--- src/rtl/stream_frame_writer.sv ---
// stream_frame_writer
// Avalon-ST video sink: accepts RGB444 frame packets delimited by
// startofpacket/endofpacket, checks the frame length against
// IMG_WIDTH*IMG_LENGTH and writes every in-frame pixel to a raster frame
// buffer at address y*IMG_WIDTH+x (kept as a running counter, no multiply).
//
// Ports
//   clk, reset          rising-edge clock, synchronous active-high reset
//   data_in, valid_in   pixel beat from the filter
//   startofpacket_in    first pixel of a frame
//   endofpacket_in      last pixel of a frame
//   ready_out           combinational sink ready (low in reset or on wr_busy)
//   wr_busy             frame buffer stall request
//   wr_en/wr_addr/wr_data  registered frame buffer write port
//   frame_done          one-cycle pulse, good frame completed
//   frame_error         one-cycle pulse, framing error detected
//   frame_count         good frames received (wraps)
//   error_count         framing errors (saturates at 255)
module stream_frame_writer #(
  parameter int IMG_WIDTH  = 320,
  parameter int IMG_LENGTH = 240,
  parameter int DATA_WIDTH = 12,
  parameter int ADDR_WIDTH = 17
) (
  input  logic                  clk,
  input  logic                  reset,
  input  logic [DATA_WIDTH-1:0] data_in,
  input  logic                  valid_in,
  input  logic                  startofpacket_in,
  input  logic                  endofpacket_in,
  output logic                  ready_out,
  input  logic                  wr_busy,
  output logic                  wr_en,
  output logic [ADDR_WIDTH-1:0] wr_addr,
  output logic [DATA_WIDTH-1:0] wr_data,
  output logic                  frame_done,
  output logic                  frame_error,
  output logic [15:0]           frame_count,
  output logic [7:0]            error_count
);

  localparam int LEN = IMG_WIDTH * IMG_LENGTH;
  localparam logic [ADDR_WIDTH-1:0] LAST_ADDR = ADDR_WIDTH'(LEN - 1);

  typedef enum logic [1:0] {
    WAIT_SOP = 2'd0,
    RECEIVE  = 2'd1,
    FLUSH    = 2'd2
  } state_t;

  state_t                state_q, state_d;
  logic [ADDR_WIDTH-1:0] pix_cnt_q, pix_cnt_d;
  logic                  wr_en_q, wr_en_d;
  logic [ADDR_WIDTH-1:0] wr_addr_q, wr_addr_d;
  logic [DATA_WIDTH-1:0] wr_data_q, wr_data_d;
  logic                  frame_done_q, frame_done_d;
  logic                  frame_error_q, frame_error_d;
  logic [15:0]           frame_count_q, frame_count_d;
  logic [7:0]            error_count_q, error_count_d;
  logic                  beat_acc;

  assign ready_out = ~reset & ~wr_busy;
  assign beat_acc  = valid_in & ready_out;

  assign wr_en       = wr_en_q;
  assign wr_addr     = wr_addr_q;
  assign wr_data     = wr_data_q;
  assign frame_done  = frame_done_q;
  assign frame_error = frame_error_q;
  assign frame_count = frame_count_q;
  assign error_count = error_count_q;

  // Next-state, write port and status computation for one accepted beat.
  always_comb begin
    state_d       = state_q;
    pix_cnt_d     = pix_cnt_q;
    wr_en_d       = 1'b0;
    wr_addr_d     = wr_addr_q;
    wr_data_d     = wr_data_q;
    frame_done_d  = 1'b0;
    frame_error_d = 1'b0;

    if (beat_acc) begin
      if (startofpacket_in) begin
        // An SOP always restarts at pixel 0, whatever state we are in.
        // Outside WAIT_SOP it abandons a frame; SOP+EOP is a one-beat frame.
        // Both conditions together still count as a single error.
        wr_en_d       = 1'b1;
        wr_addr_d     = {ADDR_WIDTH{1'b0}};
        wr_data_d     = data_in;
        pix_cnt_d     = ADDR_WIDTH'(1);
        frame_error_d = (state_q != WAIT_SOP) | endofpacket_in;
        state_d       = endofpacket_in ? WAIT_SOP : RECEIVE;
      end else begin
        case (state_q)
          RECEIVE: begin
            wr_en_d   = 1'b1;
            wr_addr_d = pix_cnt_q;
            wr_data_d = data_in;
            if (endofpacket_in) begin
              state_d = WAIT_SOP;
              if (pix_cnt_q == LAST_ADDR) begin
                frame_done_d = 1'b1;
              end else begin
                frame_error_d = 1'b1;
              end
            end else if (pix_cnt_q == LAST_ADDR) begin
              // Buffer full but no EOP yet: drop the rest of this packet.
              state_d = FLUSH;
            end else begin
              pix_cnt_d = pix_cnt_q + ADDR_WIDTH'(1);
            end
          end
          FLUSH: begin
            if (endofpacket_in) begin
              frame_error_d = 1'b1;
              state_d       = WAIT_SOP;
            end else begin
              state_d = FLUSH;
            end
          end
          default: begin
            // WAIT_SOP: stray beats before an SOP are discarded.
            state_d = WAIT_SOP;
          end
        endcase
      end
    end else begin
      state_d = state_q;
    end

    frame_count_d = frame_count_q + {15'd0, frame_done_d};
    if (frame_error_d && (error_count_q != 8'hFF)) begin
      error_count_d = error_count_q + 8'd1;
    end else begin
      error_count_d = error_count_q;
    end
  end

  // State, counters and registered outputs.
  always_ff @(posedge clk) begin
    if (reset) begin
      state_q       <= WAIT_SOP;
      pix_cnt_q     <= {ADDR_WIDTH{1'b0}};
      wr_en_q       <= 1'b0;
      wr_addr_q     <= {ADDR_WIDTH{1'b0}};
      wr_data_q     <= {DATA_WIDTH{1'b0}};
      frame_done_q  <= 1'b0;
      frame_error_q <= 1'b0;
      frame_count_q <= 16'd0;
      error_count_q <= 8'd0;
    end else begin
      state_q       <= state_d;
      pix_cnt_q     <= pix_cnt_d;
      wr_en_q       <= wr_en_d;
      wr_addr_q     <= wr_addr_d;
      wr_data_q     <= wr_data_d;
      frame_done_q  <= frame_done_d;
      frame_error_q <= frame_error_d;
      frame_count_q <= frame_count_d;
      error_count_q <= error_count_d;
    end
  end

endmodule

--- config.mk ---
export PLATFORM = sky130hd
export DESIGN_NAME = stream_frame_writer
export DESIGN_NICKNAME = d
export VERILOG_FILES = /design/src/rtl/stream_frame_writer.sv
export SDC_FILE = /design/constraint.sdc
export NUM_CORES = 1
export LEC_CHECK = 0
export CAP_MARGIN = 0
export CORE_MARGIN = 2
export CORE_UTILIZATION = 50
export DETAILED_ROUTE_END_ITERATION = 10
export DONT_BUFFER_PORTS = 1
export PLACE_DENSITY_LB_ADDON = 0.05
export SKIP_CTS_REPAIR_TIMING = 1
export SYNTH_ARGS = -nofsm -noshare
export SYNTH_HDL_FRONTEND = slang
export SYNTH_SLANG_ARGS = --single-unit
--- constraint.sdc ---
create_clock -name clk -period 3.48 [get_ports clk]
set_input_delay 0.174 -clock clk [delete_from_list [all_inputs] [get_ports clk]]
set_output_delay 0.174 -clock clk [all_outputs]
set_load 0.05 [all_outputs]
== Yosys cells after proc, flatten, opt, wreduce, memory -nomap -nowiden ==
Cells that the tools add are included.

* Add/sub/neg operators: 3
* Equality and inequality tests: 7
* Muxes and demuxes: 27
* Bitwise logic cells: 6
* Reduce and logical (&&, ||, !) cells: 7

{| class="wikitable"
|+ Operators by type and width
! kind !! count
|-
| 2-to-1 mux 17 bit || 6
|-
| 2-to-1 mux 12 bit || 2
|-
| adder 17 x 1 -> 17 bit, second input constant || 1
|-
| equality test 17 bit, second input constant || 1
|-
| adder 16 x 1 -> 16 bit || 1
|-
| 2-to-1 mux 1 bit || 13
|-
| adder 8 x 1 -> 8 bit, second input constant || 1
|-
| 2-to-1 mux 2 bit || 4
|-
| != test 8 bit, second input constant || 1
|-
| != test 2 bit, second input constant || 2
|-
| != test 4 bit, second input constant || 1
|-
| case mux 2 bit (2 select lines) || 1
|-
| AND reduction 2 bit || 2
|-
| AND reduction 4 bit || 1
|-
| nonzero test 2 bit || 2
|-
| NOT 1 bit || 3
|-
| bitwise AND 1 bit || 2
|-
| equality test 2 x 1 -> 1 bit, second input constant || 1
|-
| equality test 2 bit, second input constant || 1
|-
| case mux 1 bit (2 select lines) || 1
|-
| OR reduction 2 bit || 1
|-
| logical AND 1 bit || 1
|-
| OR 1 bit || 1
|}

* Register bits after elaboration: 75
* Input bits: 18
* Output and inout port bits: 57
* Word-level logic and storage cells: 59

== Depth between registers and ports, before layout ==
* Depth in word-level cells: 7
* Mapped depth: 14
* Mapped depth without buffers: 13

== Least setup slack after synthesis ==
Ideal clock, no wire load.

* Path type: register to register
* Start point: register pix_cnt_q[14]
* End point: register frame_count_q[12] (netlist: frame_count[12])
* Setup time: 0.128 ns
* Data arrival time: 2.662 ns
* Required time: 3.352 ns
* Slack: 0.691 ns
* Stages on the path, launching flop included: 12
* Path buffers: 1
* Period minus slack after synthesis: 2.789 ns
* Cells stage by stage: dfxtp_1 -> or4b_1 -> or4_1 -> buf_4 -> nor2_1 -> ha_1 -> ha_1 -> nand2_1 -> nor2_1 -> nand4_1 -> xor2_1 -> nor2_1

* Cells in the longest elaborated chain, start to end: 7

{| class="wikitable"
|+ Ends and longest elaborated chain
! what !! RTL line !! text
|-
| from (decl) || 52 || <nowiki>logic [ADDR_WIDTH-1:0] pix_cnt_q, pix_cnt_d;</nowiki>
|-
| from (signal assigned) || 144 || <nowiki>pix_cnt_q <= {ADDR_WIDTH{1'b0}};</nowiki>
|-
| from (signal assigned) || 154 || <nowiki>pix_cnt_q <= pix_cnt_d;</nowiki>
|-
| equality test 17 bit || 102 || <nowiki>if (pix_cnt_q == LAST_ADDR) begin</nowiki>
|-
| 2-to-1 mux 1 bit || 102 ||
|-
| 2-to-1 mux 1 bit || 100 || <nowiki>if (endofpacket_in) begin</nowiki>
|-
| 2-to-1 mux 1 bit || 95 || <nowiki>case (state_q)</nowiki>
|-
| 2-to-1 mux 1 bit || 84 || <nowiki>if (startofpacket_in) begin</nowiki>
|-
| 2-to-1 mux 1 bit || 83 || <nowiki>if (beat_acc) begin</nowiki>
|-
| named net frame_done_d || 56 || <nowiki>logic frame_done_q, frame_done_d;</nowiki>
|-
| adder 16 x 1 -> 16 bit || 132 || <nowiki>frame_count_d = frame_count_q + {15'd0, frame_done_d};</nowiki>
|-
| to (signal assigned) || 160 || <nowiki>frame_count_q <= frame_count_d;</nowiki>
|-
| to (decl) || 58 || <nowiki>logic [15:0] frame_count_q, frame_count_d;</nowiki>
|}

The timed path passes the listed nets, and every way through them passes these cells.
A chain may end at the register's enable or synchronous reset.

== Final worst setup path ==
* Start point: register pix_cnt_q[9]
* End point: register frame_count_q[12] (netlist: frame_count[12])

Same word-level chain as after synthesis.

==> results.txt <==
* Highest attainable clock frequency: approximately 340 MHz
- IR analysis of the VDD net gives a maximum drop of between 0.3 and 0.4 mV.
- The H-tree was split into 3 levels.
- Async set-reset flop share out of synthesis: 0%
- In this run the power density over the cells is roughly 450 nW/µm².
- Status: complete, no violations
* Number of synthesized register bits: 75
- Setup TNS: 0 ns
- Synthesis warning total: 0
- The area growth from synthesis to layout is 12.80%.
* Global-route total usage across every layer: between 20% and 30%
- Area of the multi-input gates: about 1600 µm²
- At the end of the flow, the number of nets in the layout was 398.
* Number of global-route vias before repair: approximately 2400
- Final routed wire length divided by cell count: about 16 µm
- Initial DRT Pass Iterations: 4
- Non-Filler Instances: roughly 460
- In this run the deepest clock path goes through 2 buffers.
- TritonCTS built the clock tree.
* Final global-route overflow total: 0
- Synthesized netlist cell count: 365
- Detailed placement finished with a half-perimeter wire length of roughly 4700 µm.
- In this run the most critical hold path is launched from endofpacket_in.
* Final critical-path share of the clock period: approximately 86%
- Core box area: 6277 µm²
* Number of buffers created by CTS: 9
- Entering global routing, the biggest net connects 60 pins.
- Setup violations remaining at the end of the flow were counted as 0.
- For this block, the routed nets add up to 7160 µm of wire.
* Final GP Congestion: slightly above 0.8
- The initial utilization of the core area, before any placement, comes to about half.
- Total vias in the final route: about 2600
- RSZ-0062 raised after global routing: false
- The setup path with the least slack is of type reg2reg.
- Leakage power: around 0.0013 µW
- Setup slack on the critical path of the routed design comes to ~0.50 ns.
- Leaving out fill and tap cells, the most frequent cell in the layout is sky130_fd_sc_hd__dfxtp_1.
* Minimum setup slack after placement: around 0.5 ns
- In this run the worst setup path begins at pix_cnt_q[9]$_SDFFE_PP0P_.
* Die ar.: around 7000 µm²
- The worst setup path is launched from a flop.
- Data arrival, critical path: between 3 and 4 ns
* Worst r2r src: pix_cnt_q[9]$_SDFFE_PP0P_
- In this run the clock root is driven by a sky130_fd_sc_hd__clkbuf_8.
- Path category of the worst min-delay check: in2reg
- For this design, the sink count on the clock tree is 75.
- Vias per cell: just under 6
* DRC violations left: 0
- The worst path needs just under 3 ns of the cycle, external delays included.
* Antenna cells: 0
* Global-route wire length before repair: around 12000 µm
- Nets in the synthesized netlist: approximately 400
- Count of buffers inserted at the top-level ports: 0
- The synthesized netlist contains 50 unique library cells.
- In this run the vertical extent of the chip is 83.96 µm.
* Detailed router's first-iteration violation count: 130
- Mapped cell area: around 3200 µm²
* Clock-pin transition on the worst setup and hold timing paths: 0.09 ns
* Predominant post-synthesis flop cell: sky130_fd_sc_hd__dfxtp_1
- The average instance in the mapped netlist occupies about 8.8 µm².
- The max-slew violation count came to 0.
* Rel. slew slack: about two fifths
* DIE WIDTH: between 80 and 90 µm
* Filler instances: slightly below 600
- Cell types occupying the most area after synthesis: sky130_fd_sc_hd__dfxtp_1 47%, sky130_fd_sc_hd__nor2_1 6.3%, sky130_fd_sc_hd__nand2_1 4.8%
* Footprint of the flip-flops and latches: 1501 µm²
* Actual slew at the worst max-slew pin: around 0.9 ns
* Endpoint class of the critical path: flop
- Counting flops with a built-in enable in the synthesized netlist gives 0.
* Fraction of final layout cells sized beyond drive strength 1: between 7 and 8%
- The share of synthesized area in the top cell type comes to a little under half.
- Worst skew pair latency: roughly 0.34 ns
- Of the synthesized area, sequential elements account for a little under half.
- The design draws ~1600 µW.
- Max capacitance violation total: 0
- Of all cell types, the one taking the most synthesized area is sky130_fd_sc_hd__dfxtp_1.
* Initial antenna violation count: 0
* Final number of hold-violating endpoints: 0
* Std cell rows: 29
* Final clock skew: just over 0.01 ns
- During I/O placement, the number of pins put on the boundary was 75.
- Highest net fanout along the worst path: 7
* Worst hold margin: approximately 0.0097 ns
* Total instance count after detailed placement: about 430
- Number of nets still failing antenna checks after routing: 0
- In the layout the commonest cells are 75 x sky130_fd_sc_hd__dfxtp_1, 54 x sky130_fd_sc_hd__nor2_1, 41 x sky130_fd_sc_hd__nand2_1.
* WP data required: around 3.8 ns
-- critical path, cell delays in order (launching register included) --
cell and delay, ns:
sky130_fd_sc_hd__dfxtp_1 0.43, sky130_fd_sc_hd__or4b_1 0.52, sky130_fd_sc_hd__or4_1 0.56, sky130_fd_sc_hd__nor2_1 0.15, sky130_fd_sc_hd__ha_1 0.19, sky130_fd_sc_hd__ha_1 0.21
sky130_fd_sc_hd__nand2_1 0.07, sky130_fd_sc_hd__nor2_1 0.35, sky130_fd_sc_hd__nand4_1 0.17, sky130_fd_sc_hd__xor2_1 0.18, sky130_fd_sc_hd__nor2_1 0.10
-- power by group --
group / total (µW) / switching, µW / leakage, µW / internal (µW)
Combinational: 53.7 / 32.8 / 0.000560 / 20.9
Sequential: 878 / 16.3 / 0.000605 / 862
Clock: 694 / 336 / 0.000103 / 358
-- synthesized netlist by cell type, types with 3 or more instances --
master	instances
sky130_fd_sc_hd__or4_1	4
sky130_fd_sc_hd__nor2_1	54
sky130_fd_sc_hd__nand2_1	41
sky130_fd_sc_hd__a22oi_1	17
sky130_fd_sc_hd__nand4_1	10
sky130_fd_sc_hd__or3_1	5
sky130_fd_sc_hd__ha_1	7
sky130_fd_sc_hd__o21ai_0	9
sky130_fd_sc_hd__buf_1	3
sky130_fd_sc_hd__and3_1	4
sky130_fd_sc_hd__nand3_1	18
sky130_fd_sc_hd__dfxtp_1	75
sky130_fd_sc_hd__o21a_1	5
sky130_fd_sc_hd__xnor2_1	7
sky130_fd_sc_hd__clkbuf_1	16
sky130_fd_sc_hd__a211oi_1	3
sky130_fd_sc_hd__inv_1	4
sky130_fd_sc_hd__and4_1	5
sky130_fd_sc_hd__a21oi_1	22
sky130_fd_sc_hd__xor2_1	13
sky130_fd_sc_hd__a41o_1	3
sky130_fd_sc_hd__nor2b_1	5
-- cell families after synthesis --
logic type | after synthesis | synth area share (%)
AOI/OAI and AO/OA | 75 | 16.24
and+or+nand+nor | 161 | 24.78
buffers and inverters | 25 | 3.131
DFF | 75 | 46.97
adders and majority gates | 7 | 2.740
xor gates and xnor gates | 20 | 5.480
muxes | 2 | 0.6653
-- path summary, 6_finish.rpt --
| path | endpoint | slack, ns | cells past startpoint |
|---|---|---|---|
| hold reg to reg | pix_cnt_q[15]$_SDFFE_PP0P_ | 0.52 | 2 |
| hold / removal | frame_done$_SDFF_PP0_ | 0.01 | 2 |
| setup reg to reg | frame_count[12]$_SDFF_PP0_ | 0.50 | 10 |
| setup / recovery | frame_count[12]$_SDFF_PP0_ | 0.50 | 10 |
-- through the flow --
step,utilization (%),area [µm²]
3_3_place_gp,51.74,3248
5_1_grt,57.44,3606
4_1_cts,55.09,3458
6_report,57.44,3606
2_1_floorplan,-,3197
3_5_place_dp,51.74,3248
-- final cells by class --
type | instances | area share, %
clock buffers | 10 | 3.817
inverters | 5 | 0.5899
repair buffers | 17 | 4.927
clock inverters | 6 | 2.012
multi-input cells | 265 | 44.34
flip-flops and latches | 75 | 41.64
well taps | 77 | 2.672
-- routing by layer --
metal | global-route usage, % | vias to the layer above | routed length (µm)
met1 | 27.14 | 1236 | 3428
met3 | 5.638 | 7 | 333
met4 | 7.918 | 0 | 85
met5 | 0 | - | 0
li1 | - | 1329 | -
met2 | 32.15 | 57 | 3312
-- state kept, by name (all words and copies together), names as in the netlist --
register	count
state_q	2
wr_en	1
error_count	8
frame_done	1
pix_cnt_q	17
frame_count	16
wr_addr	17
frame_error	1
wr_data	12
No activity file was read; power rests on OpenSTA's default activity.
